<file path="src/rtl/alu_exec_wb.sv">
// Two-stage execute/write-back pipeline: EX latches operands, WB drives the
// register-file write port, status flags and retirement/overflow counters.
module alu_exec_wb #(
   parameter int CNT_W     = 16,
   parameter int OVF_CNT_W = 8
) (
   input  logic                 CLK,
   input  logic                 RESET,
   input  logic                 InValid,
   input  logic                 Stall,
   input  logic [31:0]          A,
   input  logic [31:0]          B,
   input  logic [5:0]           OpCode,
   input  logic [4:0]           WriteRegIn,
   output logic                 RegWrite,
   output logic [4:0]           WriteReg,
   output logic [31:0]          WriteData,
   output logic                 OutValid,
   output logic                 Zero,
   output logic                 Overflow,
   output logic                 Illegal,
   output logic [CNT_W-1:0]     RetireCount,
   output logic [OVF_CNT_W-1:0] OvfCount
);

   localparam logic [5:0] OP_AND = 6'b000000;
   localparam logic [5:0] OP_OR  = 6'b000001;
   localparam logic [5:0] OP_ADD = 6'b000010;
   localparam logic [5:0] OP_SUB = 6'b000110;
   localparam logic [5:0] OP_SLT = 6'b000111;
   localparam logic [5:0] OP_NOR = 6'b001100;

   logic        ex_valid;
   logic [31:0] ex_a, ex_b;
   logic [5:0]  ex_op;
   logic [4:0]  ex_rd;

   logic [31:0] sum, diff, alu_res;
   logic        alu_ovf, alu_ill;

   assign sum  = ex_a + ex_b;
   assign diff = ex_a - ex_b;

   always_comb begin
      alu_res = '0;
      alu_ovf = 1'b0;
      alu_ill = 1'b0;
      case (ex_op)
         OP_AND: alu_res = ex_a & ex_b;
         OP_OR:  alu_res = ex_a | ex_b;
         OP_ADD: begin
            alu_res = sum;
            alu_ovf = (ex_a[31] == ex_b[31]) && (sum[31] != ex_a[31]);
         end
         OP_SUB: begin
            alu_res = diff;
            alu_ovf = (ex_a[31] != ex_b[31]) && (diff[31] != ex_a[31]);
         end
         OP_SLT: alu_res = ($signed(ex_a) < $signed(ex_b)) ? 32'd1 : 32'd0;
         OP_NOR: alu_res = ~(ex_a | ex_b);
         default: alu_ill = 1'b1;
      endcase
   end

   always_ff @(posedge CLK) begin
      if (RESET) begin
         ex_valid    <= 1'b0;
         ex_a        <= '0;
         ex_b        <= '0;
         ex_op       <= '0;
         ex_rd       <= '0;
         OutValid    <= 1'b0;
         RegWrite    <= 1'b0;
         WriteReg    <= '0;
         WriteData   <= '0;
         Zero        <= 1'b0;
         Overflow    <= 1'b0;
         Illegal     <= 1'b0;
         RetireCount <= '0;
         OvfCount    <= '0;
      end else if (!Stall) begin
         ex_valid  <= InValid;
         ex_a      <= A;
         ex_b      <= B;
         ex_op     <= OpCode;
         ex_rd     <= WriteRegIn;
         OutValid  <= ex_valid;
         WriteData <= ex_valid ? alu_res : '0;
         WriteReg  <= ex_valid ? ex_rd : '0;
         Zero      <= ex_valid && (alu_res == '0);
         Overflow  <= ex_valid && alu_ovf;
         Illegal   <= ex_valid && alu_ill;
         RegWrite  <= ex_valid && !alu_ovf && !alu_ill && (ex_rd != '0);
         if (ex_valid)
            RetireCount <= RetireCount + CNT_W'(1);
         if (ex_valid && alu_ovf && (OvfCount != '1))
            OvfCount <= OvfCount + OVF_CNT_W'(1);
      end else begin
         // Held instruction keeps its data, but the write strobe is one pulse only.
         RegWrite <= 1'b0;
      end
   end

endmodule

</file>
<file path="config.mk">
export PLATFORM = sky130hd
export DESIGN_NAME = alu_exec_wb
export DESIGN_NICKNAME = d
export VERILOG_FILES = /design/src/rtl/alu_exec_wb.sv
export SDC_FILE = /design/constraint.sdc
export NUM_CORES = 1
export LEC_CHECK = 0
export ABC_AREA = 1
export BUFFER_PORTS_ARGS = -buffer_cell sky130_fd_sc_hd__buf_2
export CAP_MARGIN = 10
export CORE_UTILIZATION = 47
export CTS_CLUSTER_SIZE = 20
export DETAILED_ROUTE_END_ITERATION = 10
export PLACE_DENSITY = 0.67
export SLEW_MARGIN = 20
export SYNTH_ARGS = -nofsm -noshare
export SYNTH_HDL_FRONTEND = slang
export SYNTH_SLANG_ARGS = --single-unit
</file>
<file path="constraint.sdc">
create_clock -name CLK -period 3.39 [get_ports CLK]
set_clock_uncertainty 0.15 [all_clocks]
set_input_delay 0.339 -clock CLK [delete_from_list [all_inputs] [get_ports CLK]]
set_output_delay 0.339 -clock CLK [all_outputs]
set_load 0.05 [all_outputs]
</file>
## Word-level counts from Yosys, hierarchy flattened

Cells that the tools add are included.

| storage, ports and cells | value |
|---|---|
| flip-flop bits (word level) | 142 |
| bits in latches | 0 |
| bits in writable memories | 0 |
| ROM bits | 0 |
| input bits | 79 |
| output and inout bits | 66 |
| logic and storage cells | 56 |
| memories | 0 |

| operators by class | value |
|---|---|
| add/sub/neg operators | 4 |
| multiply operators | 0 |
| div/mod/pow operators | 0 |
| $lt $le $gt $ge | 1 |
| eq/ne operators | 10 |
| shifts and indexed selects | 0 |
| multiplexer cells | 6 |
| bitwise logic cells | 4 |
| reduce and logical (&&, ||, !) cells | 17 |

Operators with widths:

| kind | number |
|---|---|
| $pmux W32 S6 | 1 |
| $add A32 B32 Y32 | 1 |
| $and A32 B32 Y32 | 1 |
| $logic_not A32 Y1 | 1 |
| $lt A32 B32 Y1 | 1 |
| $mux W32 | 1 |
| $not A32 Y32 | 1 |
| $or A32 B32 Y32 | 1 |
| $sub A32 B32 Y32 | 1 |
| $add A16 B1 Y16 const B | 1 |
| $eq A6 B3 Y1 const B | 2 |
| $logic_and A1 B1 Y1 | 9 |
| $add A8 B1 Y8 const B | 1 |
| $ne A8 B8 Y1 const B | 1 |
| $eq A6 B1 Y1 const B | 1 |
| $eq A6 B2 Y1 const B | 1 |
| $eq A6 B4 Y1 const B | 1 |
| $logic_not A6 Y1 | 1 |
| $reduce_or A6 Y1 | 1 |
| $mux W5 | 1 |
| $reduce_bool A5 Y1 | 1 |
| $reduce_and A2 Y1 | 2 |
| $ne A1 B1 Y1 | 3 |
| $mux W1 | 2 |
| other kinds (5) | 5 |

## Depth between registers and ports, before layout

| depth | value |
|---|---|
| word-level depth | 8 |
| gate-level depth with buffers | 22 |
| depth with buffers taken out | 21 |

## Worst setup path before layout

Ideal clock, no wire load.

| timing path | value |
|---|---|
| path kind | flip-flop to flip-flop |
| start point | register ex_a[6] |
| end point | register OvfCount[0] |
| data arrival time | 2.214 ns |
| data required time | 3.175 ns |
| slack | 0.960 ns |
| cell stages (with the launch flop) | 19 |
| period minus slack after synthesis | 2.430 ns |
| path through | dfxtp_1 -> inv_1 -> ha_1 -> buf_4 -> nor2_4 -> nand2_1 -> clkinv_1 -> nand3_1 -> nand2_2 -> nand2_1 -> nand2_1 -> nand2_1 -> nand2_2 -> xor2_1 -> nand3_2 -> nand2_4 -> nand3_4 -> xor2_1 -> nor2_1 |

| on the way | value |
|---|---|
| word-level cells in the longest chain between the ends | 7 |
| elaborated cells between the ends (all ways) | 10 |
| those cells by class | add/sub: 2; eq/ne: 2; mux: 1; reduce/logical: 5 |

Ends and longest elaborated chain:

| what | RTL line | source |
|---|---|---|
| start, declared | 34 | `logic [31:0] ex_a, ex_b;` |
| start signal, assigned | 68 | `ex_a <= '0;` |
| start signal, assigned | 83 | `ex_a <= A;` |
| $sub A32 B32 Y32 / $add A32 B32 Y32 (equally long branches) | 42, 41 |  |
| $ne A1 B1 Y1, on equally long branches | 57, 53 |  |
| $logic_and A1 B1 Y1, on equally long branches | 57, 53 |  |
| $pmux W1 S2 * | 48 | `case (ex_op)` |
| $logic_and A1 B1 Y1 * (2 in series) | 96 | `if (ex_valid && alu_ovf && (OvfCount != '1))` |
| $reduce_and A2 Y1 (no line) * | n/a |  |
| end signal, assigned | 97 | `OvfCount <= OvfCount + OVF_CNT_W'(1);` |
| end, declared | 23 | `output logic [OVF_CNT_W-1:0] OvfCount` |

Every way passes the cells marked *; elsewhere a longest branch is shown, timed or not.
A chain may end at the register's enable or synchronous reset.

## Worst setup path after layout

| timing path | value |
|---|---|
| start point | register ex_a[10] |
| end point | register Zero |

| on the way | value |
|---|---|
| word-level cells in the longest chain between the ends | 5 |
| elaborated cells between the ends (all ways) | 10 |
| those cells by class | add/sub: 2; order compare: 1; mux: 2; bitwise: 3; reduce/logical: 2 |

Ends and longest elaborated chain:

| what | RTL line | source |
|---|---|---|
| $lt A32 B32 Y1 / $or A32 B32 Y32 (equally long branches) | 59, 50, 60 |  |
| $mux W1 / $not A32 Y32 (equally long branches) | 59, 60 |  |
| $pmux W32 S6 * | 48 |  |
| $logic_not A32 Y1 * | 90 | `Zero <= ex_valid && (alu_res == '0);` |
| $logic_and A1 B1 Y1 * | 90 |  |
| end signal, assigned | 90 |  |
| end, declared | 19 | `output logic Zero,` |

Marked as above.

==> run summary <==
status: finished, final reports clean
CTS sink cnt: 142
Hold Path Depth: 3
number of max-cap violations: 0
setup ws final: 0.171 ns
slew of the pin with the lowest slew margin: 0.897 ns
PortBufs: 144
Worst-Skew Late Latency: 0.45 ns
# setup viols final: 0
Async SR Flop Fraction: 0
first-pass GRT wire length: 64800 µm
syn_area_per_cell: 5.95 µm²
synth warn: 0
DRC errors left: 0
Simple-Gate Fraction of Synth Area: 0.344
pre-CTS WS: 0.219 ns
RePlAce Congestion: 1.02
type of origin of the critical path: flip-flop
IO Pins: 145
Core ar.: 25100 µm²
cell-internal power: 3.21 mW
Comb pwr share: 0.296
Synth Area in Compound Gates: 0.161
relative slew slack: 0.402
clk slew on worst S/H paths: 0.08 ns
Netlist cell types: 42
worst path cell trace: inv_1 -> ha_1 -> nand2_1 -> inv_2 -> nand2_1 -> nor2_1 -> nand2_1 -> nand3_2 -> nand2_1 -> nand2_1 -> nand2_1 -> nand3_1 -> nand2_1 -> nor2_1 -> nand2_1 -> nor2_1 -> nand2_1 -> nor2_1 -> nand2_1 -> a21oi_1
Reg power frac: 0.336
vias in the first global route: 12110
Mapped Cells: 2016
crit-path max FO: 8
H-tree levels: 4
register bit total from synthesis: 142
Post-Synth Adder-Cell Area: 0.118
crit-path max cell delay: 0.46 ns
Design Power: 5.33 mW
clock buffer depth: 2
wire per inst: 16.9 µm
layout cells sized above 1: 0.134
number of enable flip-flop cells after synthesis: 0
HP Class: input pin to flip-flop
XOR/XNOR Fraction of Synth Area: 0.00730
remaining antenna violation count: 0
Iter 0 DRT Violations: 951
CP max-delay cell: ha_1
total nets after synthesis: 2207
crit end category: flip-flop
synth-to-layout area growth: 13.8%
switching power: 2.13 mW
Initial Util: 0.478
Fin Setup TNS: 0 ns
most common cell after layout, fill and taps aside: nand2_1
pwr/cell area: 390 nW/µm²
Die X: 162 µm
Syn Std Cell Area: 12000 µm²
Total Wirelength: 41900 µm
Worst Path Required: 3.61 ns
initial antenna violation count: 1
RSZ-0062 raised after global routing: false
clock share of power: 0.368
pin count of the biggest net entering global routing: 190
via count: 13023
die area: 26200 µm²
Rows: 58
most numerous cell on the critical path: nand2_1
most frequent cells in the layout: 557 x nand2_1, 282 x inv_1, 193 x nor2_1
main combinational cell family by area after synthesis: simple AND/OR/NAND/NOR gates
LEAKAGE: 7.00 nW
WP data arrival: 3.44 ns
Period minus WS final: 3.22 ns
GRT Util Overall: 0.319
r2r worst-path depth: 20
Main synth FF type: dfxtp_1
routed vias/inst: 5.26
Final nets: 2322
overflow left after global routing: 0
critical path type: flip-flop to flip-flop
Num CTS Buffers: 17
Final period util: 0.950
VDD IR max: 0.000251 V
CTS tree: yes
Slew Viols, Final: 0
Root Buffer: clkbuf_16
First-pass DRT Iterations: 5
fmax: 0.311 GHz
post-synthesis mux area share: 0
Final Hold Violating Endpoints: 0
register area share after synthesis: 0.237
die height: 162 µm
dpl hpwl: 32300 µm
Sw Ratio: 0.399
## layout make-up
type	count	area, µm²
flip-flops and latches	142	2840
fillers	2679	11500
diodes	1	2.50
repair buffers	172	976
well taps	330	413
multi-input cells	1469	7580
inverters	329	1230
clock inverters	15	183
clock buffers	17	425
## sequential cells by signal, summed over array words and instances, names as in the netlist
| register | cells |
|---|---|
| OvfCount | 8 |
| OutValid | 1 |
| Overflow | 1 |
| RetireCount | 16 |
| ex_rd | 5 |
| ex_valid | 1 |
| ex_b | 32 |
| Illegal | 1 |
| ex_a | 32 |
| WriteData | 32 |
| RegWrite | 1 |
| Zero | 1 |
| WriteReg | 5 |
| ex_op | 6 |
## power by group through the flow
stage | Combinational [mW] | Sequential (mW) | Clock (mW)
floorplan | 1.07 | 1.85 | 0
global placement | 1.53 | 1.83 | 0
detailed placement | 1.53 | 1.83 | 0
CTS | 1.55 | 1.79 | 1.98
global route | 1.74 | 1.80 | 2.05
finish | 1.58 | 1.79 | 1.96
## per-stage QoR
step           instance area [µm²]  hold slack (ns)  instances   util
2_1_floorplan                12000            0.298       2016      -
3_3_place_gp                 13000            0.300       2435  0.516
3_5_place_dp                 13000            0.303       2435  0.516
4_1_cts                      13600         0.000872       2474  0.543
5_1_grt                      13700           0.0157       2474  0.544
6_report                     13700          0.00378       2475  0.544
## worst paths after layout
check	from	endpoint	slack, ns
setup / recovery	ex_a[10]$_SDFFE_PP0N_	Zero$_SDFFE_PP0N_	0.17
setup reg to reg	ex_a[10]$_SDFFE_PP0N_	Zero$_SDFFE_PP0N_	0.17
hold / removal	B[14]	ex_b[14]$_SDFFE_PP0N_	0.004
hold reg to reg	WriteData[11]$_SDFFE_PP0N_	WriteData[11]$_SDFFE_PP0N_	0.32
## synth_stat cells (5+ instances only)
cell      number  area share
nor2_2        14      0.0073
nand4_1       29       0.015
nand2_2       12      0.0063
o21ai_0      141       0.059
nor3_1        20      0.0083
nand3_1      130       0.054
inv_1        283       0.089
buf_2         21      0.0088
nor2_1       197       0.062
xor2_1         7      0.0051
clkbuf_1      43       0.013
inv_2         41       0.013
dfxtp_1      142        0.24
ha_1         110        0.11
o21ai_1        5      0.0021
clkinv_1       5      0.0016
a21oi_1      186       0.078
nand2_1      557        0.17
a221oi_1      15       0.011
buf_6          5      0.0047
o21bai_1       6      0.0038
## metal layers
metal,vias to the layer above,part of all wire,track usage
met5,-,0,0
met4,0,0.029,0.106
met3,70,0.069,0.0442
met2,457,0.45,0.528
met1,5899,0.45,0.423
li1,6597,-,-
## kinds of logic after synthesis
family,count (synthesis)
AND/OR/NAND/NOR,983
buffers and inverters,405
flip-flops,142
AO/OA/AOI/OAI,364
adder cells (fa/ha/maj),112
XOR/XNOR,10
## what timing repair did
item / CTS / global route
hold buffers: 7 / 0
endpoints found under the hold margin: 7 / 0
setup endpoints to repair: 0 / 2
gates resized for setup: 0 / 4
buffers inserted: 0 / 0
## critical path, delay by kind of cell (launching register included)
family | cells | cell delay, ns
buf+inv | 2 | 0.18
flops | 1 | 0.39
simple gates | 16 | 1.87
fa+ha+maj | 1 | 0.46
compound gates | 1 | 0.11
Note: power is estimated with default switching activity, not from simulation.
